### src/rtl/hazard_stall_if.sv
// hazard_stall_if: hazard events in, stall/flush controls and perf counters out
interface hazard_stall_if #(
  parameter int NUM_STAGES = 5,
  parameter int CNT_WIDTH  = 32
);
  logic                  load_use_hazard;
  logic                  branch_hazard;
  logic                  memory_busy;
  logic                  muldiv_start;
  logic                  pc_write_enable;
  logic [NUM_STAGES-2:0] reg_enable;
  logic [NUM_STAGES-2:0] reg_flush;
  logic [CNT_WIDTH-1:0]  stall_cycles;
  logic [CNT_WIDTH-1:0]  flush_count;
  logic                  md_busy;
  modport master (
    output load_use_hazard, branch_hazard, memory_busy, muldiv_start,
    input  pc_write_enable, reg_enable, reg_flush, stall_cycles, flush_count, md_busy
  );
  modport slave (
    input  load_use_hazard, branch_hazard, memory_busy, muldiv_start,
    output pc_write_enable, reg_enable, reg_flush, stall_cycles, flush_count, md_busy
  );
endinterface

### src/rtl/hazard_stall_unit.sv
// hazard_stall_unit: prioritised stall/flush control with mul/div wait FSM and perf counters
module hazard_stall_unit #(
  parameter int NUM_STAGES    = 5,
  parameter int LU_REG        = 1,
  parameter int BR_REG        = 2,
  parameter int MD_REG        = 2,
  parameter int MULDIV_CYCLES = 4,
  parameter int CNT_WIDTH     = 32
) (
  input logic clk,
  input logic rst,
  hazard_stall_if.slave hs
);
  localparam int NR = NUM_STAGES - 1;
  localparam logic [NR-1:0] ONES      = '1;
  localparam logic [NR-1:0] BR_FLUSH  = NR'((1 << BR_REG) - 1);
  localparam logic [NR-1:0] MD_ENABLE = ONES << MD_REG;
  localparam logic [NR-1:0] MD_FLUSH  = NR'(1 << MD_REG);
  localparam logic [NR-1:0] LU_ENABLE = ONES << (LU_REG + 1);
  localparam logic [NR-1:0] LU_FLUSH  = NR'(1 << LU_REG);
  typedef enum logic {RUN, MD_WAIT} state_e;
  state_e               fsm_q, fsm_d;
  logic [7:0]           md_cnt_q, md_cnt_d;
  logic                 br_pending_q, br_pending_d;
  logic [CNT_WIDTH-1:0] stall_q, stall_d, flush_q, flush_d;
  logic                 pc_we, br_flush;
  logic [NR-1:0]        reg_en, reg_fl;
  always_comb begin
    fsm_d        = fsm_q;
    md_cnt_d     = md_cnt_q;
    br_pending_d = br_pending_q;
    pc_we        = 1'b1;
    reg_en       = '1;
    reg_fl       = '0;
    br_flush     = !hs.memory_busy && (hs.branch_hazard || br_pending_q);
    if (hs.memory_busy) begin
      pc_we        = 1'b0;
      reg_en       = '0;
      br_pending_d = br_pending_q | hs.branch_hazard;
    end else if (br_flush) begin
      reg_fl       = BR_FLUSH;
      br_pending_d = 1'b0;
    end else if (fsm_q == MD_WAIT) begin
      pc_we  = 1'b0;
      reg_en = MD_ENABLE;
      reg_fl = MD_FLUSH;
    end else if (hs.load_use_hazard) begin
      pc_we  = 1'b0;
      reg_en = LU_ENABLE;
      reg_fl = LU_FLUSH;
    end
    // the mul/div unit keeps counting through memory stalls; only a flush aborts it
    if (br_flush) begin
      fsm_d    = RUN;
      md_cnt_d = '0;
    end else if (fsm_q == MD_WAIT) begin
      fsm_d    = (md_cnt_q == '0) ? RUN : MD_WAIT;
      md_cnt_d = (md_cnt_q == '0) ? '0 : md_cnt_q - 8'd1;
    end else if (hs.muldiv_start && !hs.memory_busy) begin
      fsm_d    = MD_WAIT;
      md_cnt_d = 8'(MULDIV_CYCLES - 1);
    end
    stall_d = (!pc_we && stall_q != '1) ? stall_q + 1'b1 : stall_q;
    flush_d = (br_flush && flush_q != '1) ? flush_q + 1'b1 : flush_q;
    if (rst) begin
      pc_we  = 1'b0;
      reg_en = '0;
      reg_fl = '1;
    end
  end
  always_ff @(posedge clk) begin
    if (rst) begin
      fsm_q        <= RUN;
      md_cnt_q     <= '0;
      br_pending_q <= 1'b0;
      stall_q      <= '0;
      flush_q      <= '0;
    end else begin
      fsm_q        <= fsm_d;
      md_cnt_q     <= md_cnt_d;
      br_pending_q <= br_pending_d;
      stall_q      <= stall_d;
      flush_q      <= flush_d;
    end
  end
  assign hs.pc_write_enable = pc_we;
  assign hs.reg_enable      = reg_en;
  assign hs.reg_flush       = reg_fl;
  assign hs.stall_cycles    = stall_q;
  assign hs.flush_count     = flush_q;
  assign hs.md_busy         = (fsm_q == MD_WAIT);
endmodule

### src/flat_wrapper.sv
// flat-port wrapper written by rule: the top's interface ports become plain ports
module hazard_stall_unit_flat 
#(
  parameter int NUM_STAGES    = 5,
  parameter int LU_REG        = 1,
  parameter int BR_REG        = 2,
  parameter int MD_REG        = 2,
  parameter int MULDIV_CYCLES = 4,
  parameter int CNT_WIDTH     = 32
)
  (clk, rst, hs_load_use_hazard, hs_branch_hazard, hs_memory_busy, hs_muldiv_start, hs_pc_write_enable, hs_reg_enable, hs_reg_flush, hs_stall_cycles, hs_flush_count, hs_md_busy);
  hazard_stall_if #(.NUM_STAGES(NUM_STAGES), .CNT_WIDTH(CNT_WIDTH)) hs_i ();
  input logic clk;
  input logic rst;
  input wire logic [$bits(hs_i.load_use_hazard)-1:0] hs_load_use_hazard;
  input wire logic [$bits(hs_i.branch_hazard)-1:0] hs_branch_hazard;
  input wire logic [$bits(hs_i.memory_busy)-1:0] hs_memory_busy;
  input wire logic [$bits(hs_i.muldiv_start)-1:0] hs_muldiv_start;
  output wire logic [$bits(hs_i.pc_write_enable)-1:0] hs_pc_write_enable;
  output wire logic [$bits(hs_i.reg_enable)-1:0] hs_reg_enable;
  output wire logic [$bits(hs_i.reg_flush)-1:0] hs_reg_flush;
  output wire logic [$bits(hs_i.stall_cycles)-1:0] hs_stall_cycles;
  output wire logic [$bits(hs_i.flush_count)-1:0] hs_flush_count;
  output wire logic [$bits(hs_i.md_busy)-1:0] hs_md_busy;
  assign hs_i.load_use_hazard = hs_load_use_hazard;
  assign hs_i.branch_hazard = hs_branch_hazard;
  assign hs_i.memory_busy = hs_memory_busy;
  assign hs_i.muldiv_start = hs_muldiv_start;
  assign hs_pc_write_enable = hs_i.pc_write_enable;
  assign hs_reg_enable = hs_i.reg_enable;
  assign hs_reg_flush = hs_i.reg_flush;
  assign hs_stall_cycles = hs_i.stall_cycles;
  assign hs_flush_count = hs_i.flush_count;
  assign hs_md_busy = hs_i.md_busy;
  hazard_stall_unit #(.NUM_STAGES(NUM_STAGES), .LU_REG(LU_REG), .BR_REG(BR_REG), .MD_REG(MD_REG), .MULDIV_CYCLES(MULDIV_CYCLES), .CNT_WIDTH(CNT_WIDTH)) u_core (.clk(clk), .rst(rst), .hs(hs_i));
endmodule
### config.mk
export PLATFORM = sky130hd
export DESIGN_NAME = hazard_stall_unit_flat
export DESIGN_NICKNAME = d
export VERILOG_FILES = /design/src/rtl/hazard_stall_if.sv /design/src/rtl/hazard_stall_unit.sv /design/src/flat_wrapper.sv
export SDC_FILE = /design/constraint.sdc
export NUM_CORES = 1
export LEC_CHECK = 0
export CAP_MARGIN = 5
export CORE_MARGIN = 2
export CORE_UTILIZATION = 45
export CTS_CLUSTER_DIAMETER = 60
export DETAILED_ROUTE_END_ITERATION = 8
export PLACE_DENSITY = 0.78
export SLEW_MARGIN = 25
export SYNTH_ARGS = -nofsm -noshare
export SYNTH_HDL_FRONTEND = slang
export SYNTH_SLANG_ARGS = --single-unit
### constraint.sdc
create_clock -name clk -period 6.75 [get_ports clk]
set_clock_uncertainty 0.1 [all_clocks]
set_input_delay 1.35 -clock clk [delete_from_list [all_inputs] [get_ports clk]]
set_output_delay 1.35 -clock clk [all_outputs]
set_load 0.01 [all_outputs]
==> results.cfg, run 1 <==
[critical_path]
critPathKind = in -> out
critical_path_arrival_ns = 3.30
crit_fanout = 11
startpoint_type = input pin
crit_start = hs_memory_busy
regToRegStartpoint = u_core.hs.flush_count[0]
r2r_cells = 6
worstPathRequired_ns = 5.30
endpoint_kind = output pin

[min_path]
hold_depth = 2
hold_path.class = reg -> reg
min_from = u_core.md_cnt_q[6]

[flow_run]
cap_violations = 0

[routing]
drc = 0
initialDrtViolationCount = 182
first_pass_iters = 5
via_per_inst = 5.97
routedWlPerCell_um = 15.0
vias = 3862
wirelength_um = 9730
drtAntennaViolNets = 0

[cts]
numCtsBuffers = 9
cts_setup_buffers = 0
cts-root-buf = clkbuf_8
h-tree-depth = 3
cts_resized = 0
tritoncts = built
clk_latency_ns = 0.35
cts_hold_buf = 0
cts_max_path_buffers = 2
clkSlewWorstSetupHoldPaths_ns = 0.07
clock-sinks = 74

[final_layout]
drive_above_1_share = 0.0683
area_delta_synth_final_pct = 25.7
stdcell_area_um2 = 4860
antenna_cells = 0
fin_nets = 546

[timing]
rsz0062_at_grt = false
setup_violations = 0
maxSlewHeadroom = 0.444
fin_crit_ns = 4.75
fin_crit_sh = 0.703
finalSetupTns_ns = 0
hold_violations = 0
drv_slew = 0
tightest_slew_ns = 0.831
clock.fmax_ghz = 0.211

[synth]
syn-cell-area_um2 = 3860
syn_avg_cell_area_um2 = 8.22
synth-edff-count = 0
synth_top_family_by_area = simple AND/OR/NAND/NOR gates
ys_seq_area_frac = 0.383
synth-seq-cells = 74
yosysTopAreaCell = dfxtp_1
yosys-top-cells-area = dfxtp_1, a21oi_1, or4_1
yosys.cell_count.top_type = dfxtp_1
synth-xor-area-share = 0.0249
syn_nets = 479
synth.distinct_cells = 56
yosysTopAreaCellShare = 0.383
synthFlopType = dfxtp_1
yosys.area_share.simple = 0.305
synthArstFlopShare = 0
syn-instance-count = 470
ys_warn_count = 0
synth_common_cells = dfxtp_1, a21oi_1, nor2_1
synth_adder_area_share = 0.00972
synth_compound_area_frac = 0.203
synth_mux_area_frac = 0.0230

[floorplan]
die-area_um2 = 9340
num_io_pins = 80
die_h_um = 96.7
core_area_um2 = 8260
initial_core_util = 0.468
rows = 33
die_width_um = 96.7

[grt]
grt_max_degree = 41
antenna_found_initial = 0
grt_pass1_wl_um = 16400
grt_overflow = 0
first_global_vias = 3543
grt_usage = 0.206

[placement]
port_buffers = 79
gp_congestion = 0.873
dpl.hpwl_um = 6900
placed_cell_area_um2 = 4650

[run_status]
status = finished, final reports clean

[power]
cellPowerDensity_nw_per_um2 = 177
leakage_uw = 0.00149
max-vdd-ir-drop_uv = 152
[through the flow]
step	total power, µW	std cells	hold slack, ns	utilization	setup slack [ns]
floorplan	498	470	0.358	-	2.79
global placement	519	631	0.376	0.563	2.05
detailed placement	521	631	0.390	0.563	2.02
CTS	866	647	0.403	0.587	2.02
global route	894	647	0.432	0.588	1.91
finish	862	647	0.401	0.588	2.00
[worst paths after layout]
kind | to | slack, ns
worst max-delay path | hs_reg_flush[1] | 2.00
worst min-delay path | u_core.md_cnt_q[6] | 0.40
worst max register to register | u_core.hs.flush_count[7] | 4.05
worst min register to register | u_core.md_cnt_q[6] | 0.40
[area by class of cell]
cell class	count	area [µm²]
sequential	74	1480
inverter	16	60.1
clock inverter	2	35.0
fill	750	3400
clock buffer	14	163
timing repair buffer	80	793
tap	105	131
multi-input combinational	356	2190
[critical path: stages]
cell and delay (ns):
clkdlybuf4s50_1 0.59, o21bai_1 0.27, nand2b_1 0.34, a21o_1 0.26
clkdlybuf4s50_1 0.48
[report_power, final]
group          switching (µW)  internal, µW  total [µW]  leakage, µW
logic                    36.2          26.9        63.1     0.000797
registers                7.12           441         448     0.000597
clock network             160           191         351     0.000101
total                     203           659         862      0.00149
[flip-flops by register name, summed over array words and instances, names as in the netlist]
name,count
u_core.hs.flush_count,32
u_core.hs.md_busy,1
u_core.br_pending_q,1
u_core.hs.stall_cycles,32
u_core.md_cnt_q,8
[metal layers]
layer	track usage	share of wire	routed length (µm)
met1	0.270	0.48	4640
met3	0.0354	0.036	351
met5	0	0	0
met4	0.0823	0.022	218
met2	0.337	0.46	4520
[cell families after synthesis]
logic type / Yosys count
AOI/OAI and AO/OA: 126
xor gates and xnor gates: 11
adders and majority gates: 3
buffers and inverters: 40
DFF: 74
muxes: 8
and+or+nand+nor: 208
[placed cells by master, fill, tap and decap left out, types with 4 or more instances in the layout]
master	count
mux2_2	7
and3_1	4
clkbuf_8	11
and4_1	8
nand3_1	24
nor2b_1	9
dfxtp_1	74
nand4_1	17
nor2_1	37
or3_1	23
and2_1	5
nor4_1	9
or4_1	21
o21ai_0	26
a21oi_1	50
a311oi_1	4
xnor2_1	8
inv_1	16
o31ai_1	18
nand2_1	28
clkdlybuf4s50_1	78
nor3_1	10
No activity file was read; power rests on OpenSTA's default activity.
==> run 2, diff against run 1 <==
clock period = 4.45 ns   (was 6.75 ns; I/O delays follow)
==> run 2 against run 1 <==
Against the previous run: final area increased by 0.21%; hold slack worse by 0.010 ns; total power up 51%; sequential share of layout area is 0.063 points lower; worst setup slack got worse by 1.3 ns; critical endpoint is now hs_reg_enable[1]; non-clock buffer count grew 2; via count is 0.60% higher.
==> results.cfg, run 2 (same netlist as run 1, synthesis figures left out) <==
[cts]
clk_latency_ns = 0.35
h-tree-depth = 3
clkSlewWorstSetupHoldPaths_ns = 0.08
cts-root-buf = clkbuf_8
cts_resized = 0
tritoncts = built
cts_hold_buf = 0
cts_setup_buffers = 0
clock-sinks = 74
numCtsBuffers = 9
cts_max_path_buffers = 2

[critical_path]
critPathKind = in -> out
critical_path_arrival_ns = 2.74
endpoint_kind = output pin
crit_chain = clkdlybuf4s50_1 -> or2_2 -> a21o_1 -> nor2_1 -> clkdlybuf4s50_1
r2r_cells = 6
regToRegStartpoint = u_core.hs.flush_count[0]
r2r_slack_ns = 1.76
r2r_end = u_core.hs.flush_count[7]
slowest_delay_ns = 0.59
worstPathRequired_ns = 3.46
startpoint_type = input pin
worst_path_most_repeated_cell = clkdlybuf4s50_1
crit_fanout = 6
slowest_stage = clkdlybuf4s50_1

[flow_run]
cap_violations = 0

[floorplan]
num_io_pins = 80
core_area_um2 = 8260
rows = 33
die_width_um = 96.7
initial_core_util = 0.468
die_h_um = 96.7
die-area_um2 = 9340

[timing]
drv_slew = 0
rsz0062_at_grt = false
clock.fmax_ghz = 0.268
fin_crit_sh = 0.838
fin_crit_ns = 3.73
tightest_slew_ns = 0.839
finalSetupTns_ns = 0
hold_violations = 0
maxSlewHeadroom = 0.438
setup_violations = 0
hold_slack_ns = 0.391

[power]
leakage_uw = 0.00150
cellPowerDensity_nw_per_um2 = 267
max-vdd-ir-drop_uv = 138

[run_status]
status = finished, final reports clean

[placement]
port_buffers = 79
dpl.hpwl_um = 6790
gp_congestion = 0.877

[grt]
first_global_vias = 3592
grt_usage = 0.210
grt_pass1_wl_um = 16700
antenna_found_initial = 0
grt_max_degree = 47
grt_overflow = 0

[final_layout]
drive_above_1_share = 0.0755
area_delta_synth_final_pct = 26.0
fin_nets = 548
final_cell_mix = clkdlybuf4s50_1, dfxtp_1, a21oi_1, nor2_1, nand2_1
final_common_cell = clkdlybuf4s50_1
antenna_cells = 0

[min_path]
holdPathEnd = u_core.md_cnt_q[1]
min_from = u_core.md_cnt_q[1]
hold_path.class = reg -> reg
hold_depth = 2

[routing]
first_pass_iters = 4
wirelength_um = 9710
drc = 0
via_per_inst = 6.00
drtAntennaViolNets = 0
vias = 3885
initialDrtViolationCount = 188
routedWlPerCell_um = 15.0
[run 2: cell types whose count changed in the layout (fill, tap and decap cells not counted)]
| cell | delta |
|---|---|
| clkinvlp_4 | +2 |
| clkbuf_8 | -1 |
| clkbuf_1 | -3 |
| clkinv_2 | +1 |
| buf_4 | +2 |
[run 2: worst max path at each step]
stage,slack [ns],startpoint,depth (start not counted),to
global route,0.65,hs_load_use_hazard,5,hs_reg_enable[0]
CTS,0.74,hs_load_use_hazard,5,hs_reg_enable[1]
global placement,0.77,hs_load_use_hazard,5,hs_reg_enable[0]
detailed placement,0.75,hs_load_use_hazard,5,hs_reg_enable[1]
finish,0.72,hs_load_use_hazard,5,hs_reg_enable[1]
floorplan,1.41,rst,5,hs_reg_enable[0]
[run 2: stage by stage]
stage	total power (µW)	std cells	setup WS [ns]	utilization	instance area [µm²]
after floorplan	755	470	1.41	-	3860
after detailed placement	792	633	0.753	0.565	4670
after CTS	1310	648	0.738	0.588	4860
after global routing	1350	648	0.651	0.590	4870
final	1300	648	0.719	0.590	4870
after global placement	789	633	0.768	0.565	4670
[run 2: final cells by class]
| class | instances | area, µm² |
|---|---|---|
| Fill cell | 780 | 3390 |
| Multi-Input combinational cell | 356 | 2190 |
| Sequential cell | 74 | 1480 |
| Timing Repair Buffer | 82 | 808 |
| Clock buffer | 10 | 138 |
| Tap cell | 105 | 131 |
| Inverter | 16 | 60.1 |
| Clock inverter | 5 | 55.1 |
[run 2: routing by layer]
| metal | wire length, µm | GRT usage | vias up |
|---|---|---|---|
| li1 | - | - | 1911 |
| met1 | 4460 | 0.276 | 1857 |
| met5 | 0 | 0 | - |
| met3 | 512 | 0.0448 | 11 |
| met4 | 92 | 0.0693 | 0 |
| met2 | 4640 | 0.343 | 106 |
[run 2: where the power goes]
group | total [µW] | internal, µW | switching (µW)
Combinational | 96.9 | 41.9 | 55.0
Sequential | 680 | 669 | 10.8
Clock | 523 | 269 | 254
[run 2: worst max-delay path, delay by kind of cell]
family / cells / cell delay (ns)
buf+inv: 2 / 1.02
simple gates: 2 / 0.53
compound gates: 1 / 0.30
==> run 3, diff against run 2 <==
PLACE_DENSITY = 0.8   (was 0.78)
clock period = 3.05 ns   (was 4.45 ns; I/O delays follow)
==> run 3 against run 2 <==
Against the previous run: critical path depth unchanged; final cell count grew 0.93%; global-route usage up 0.49 points; flip-flop and latch count stayed put; worst setup slack worse by 0.54 ns; hold slack gained 0.012 ns; sequential power grew 46%; non-clock buffer count up 6; routed wire length rose by 2.1%; critical endpoint is now hs_reg_flush[1]; largest cell class unchanged.
==> results.cfg, run 3 (same netlist as run 1, synthesis figures left out) <==
[final_layout]
stdcell_area_um2 = 4940
final_common_cell = clkdlybuf4s50_1
drive_above_1_share = 0.0856
num-fill-cells = 750
fin_util = 0.598
area_delta_synth_final_pct = 27.8
antenna_cells = 0
seq_area_um2 = 1480
final_cell_mix = clkdlybuf4s50_1, dfxtp_1, a21oi_1, nor2_1, nand2_1
fin_nets = 554
multi_input_area_um2 = 2200

[grt]
grt_overflow = 0
first_global_vias = 3683
grt_max_degree = 74
grt_usage = 0.215
grt_pass1_wl_um = 17100
antenna_found_initial = 0

[cts]
clk_latency_ns = 0.34
h-tree-depth = 3
clkSlewWorstSetupHoldPaths_ns = 0.07
cts-root-buf = clkbuf_8
tritoncts = built
cts_max_path_buffers = 2
clock-sinks = 74
numCtsBuffers = 9
cts_hold_buf = 0

[timing]
finalSetupTns_ns = 0
setup_violations = 0
tightest_slew_ns = 0.770
hold_slack_ns = 0.403
clock.fmax_ghz = 0.348
fin_crit_ns = 2.87
hold_violations = 0
rsz0062_at_grt = false
drv_slew = 0
maxSlewHeadroom = 0.480
fin_crit_sh = 0.943

[critical_path]
worstPathRequired_ns = 2.34
endpoint_kind = output pin
critPathKind = in -> out
slowest_stage = clkdlybuf4s50_1
crit_family = buffers and inverters
crit_fanout = 6
critical_path_arrival_ns = 2.16
worst-path-buf-inv = 2
slowest_delay_ns = 0.55
worst_path_most_repeated_cell = clkdlybuf4s50_1
startpoint_type = input pin
crit_chain = clkdlybuf4s50_1 -> o21bai_2 -> nand2b_1 -> a21o_1 -> clkdlybuf4s50_1

[routing]
vias = 3916
initialDrtViolationCount = 151
routedWlPerCell_um = 15.2
first_pass_iters = 4
drc = 0
via_per_inst = 5.99
wirelength_um = 9910
drtAntennaViolNets = 0

[min_path]
hold_path.class = reg -> reg

[floorplan]
initial_core_util = 0.468
num_io_pins = 80
rows = 33
die-area_um2 = 9340
die_width_um = 96.7
core_area_um2 = 8260
die_h_um = 96.7

[power]
power_uw = 1960
max-vdd-ir-drop_uv = 226
cellPowerDensity_nw_per_um2 = 397
leakage_uw = 0.00158

[placement]
placed_cell_area_um2 = 4710
dpl.hpwl_um = 7050
gp_congestion = 0.829
port_buffers = 79

[flow_run]
cap_violations = 0

[run_status]
status = finished, final reports clean
-- run 3: changes by cell type in the layout (fill, tap and decap cells not counted), sizes merged --
| cell | change |
|---|---|
| clkdlybuf4s50 | -3 |
| buf | +6 |
| dlymetal6s2s | +3 |
| bufinv | +1 |
| clkinv | -1 |
-- run 3: routing by layer --
layer  up-vias  GRT usage  wire length (µm)
met1      1878      0.274              4510
met5         -          0                 0
met2       104      0.355              4840
met4         0     0.0878               142
met3        12     0.0412               415
li1       1922          -                 -
-- run 3: what timing repair did --
| item | 4_1_cts | 5_1_grt |
|---|---|---|
| endpoints found under the setup margin | 0 | 4 |
| resized for setup | 0 | 4 |
| buffers inserted | 0 | 0 |
-- run 3: worst paths after layout --
kind,from,end,slack (ns),cells past startpoint
worst min register to register,u_core.md_cnt_q[1],u_core.md_cnt_q[1],0.40,2
worst max register to register,u_core.hs.flush_count[0],u_core.hs.flush_count[3],0.50,7
worst min-delay path,u_core.md_cnt_q[1],u_core.md_cnt_q[1],0.40,2
worst max-delay path,hs_memory_busy,hs_reg_flush[1],0.18,5
-- run 3: area by class of cell --
| class | count | share of cell area |
|---|---|---|
| sequential | 74 | 0.300 |
| multi-input combinational | 356 | 0.445 |
| clock buffer | 10 | 0.0258 |
| timing repair buffer | 88 | 0.174 |
| clock inverter | 5 | 0.0162 |
| tap | 105 | 0.0266 |
| inverter | 16 | 0.0122 |
-- run 3: where the power goes --
part,switching [µW],total [µW],internal (µW)
registers,13.9,990,976
logic,84.9,150,64.7
clock network,367,823,455
-- run 3: stage by stage --
step                cells  worst slack, ns
finish                654            0.175
global route          654           0.0921
CTS                   654           0.0526
detailed placement    639          -0.0134
global placement      639           0.0824
floorplan             470            0.575
-- run 3: worst min-delay path, delay by kind of cell (launching register included) --
kind,cells,cell delay [ns]
AO/OA/AOI/OAI,1,0.07
buffers and inverters,1,0.07
flip-flops,1,0.32
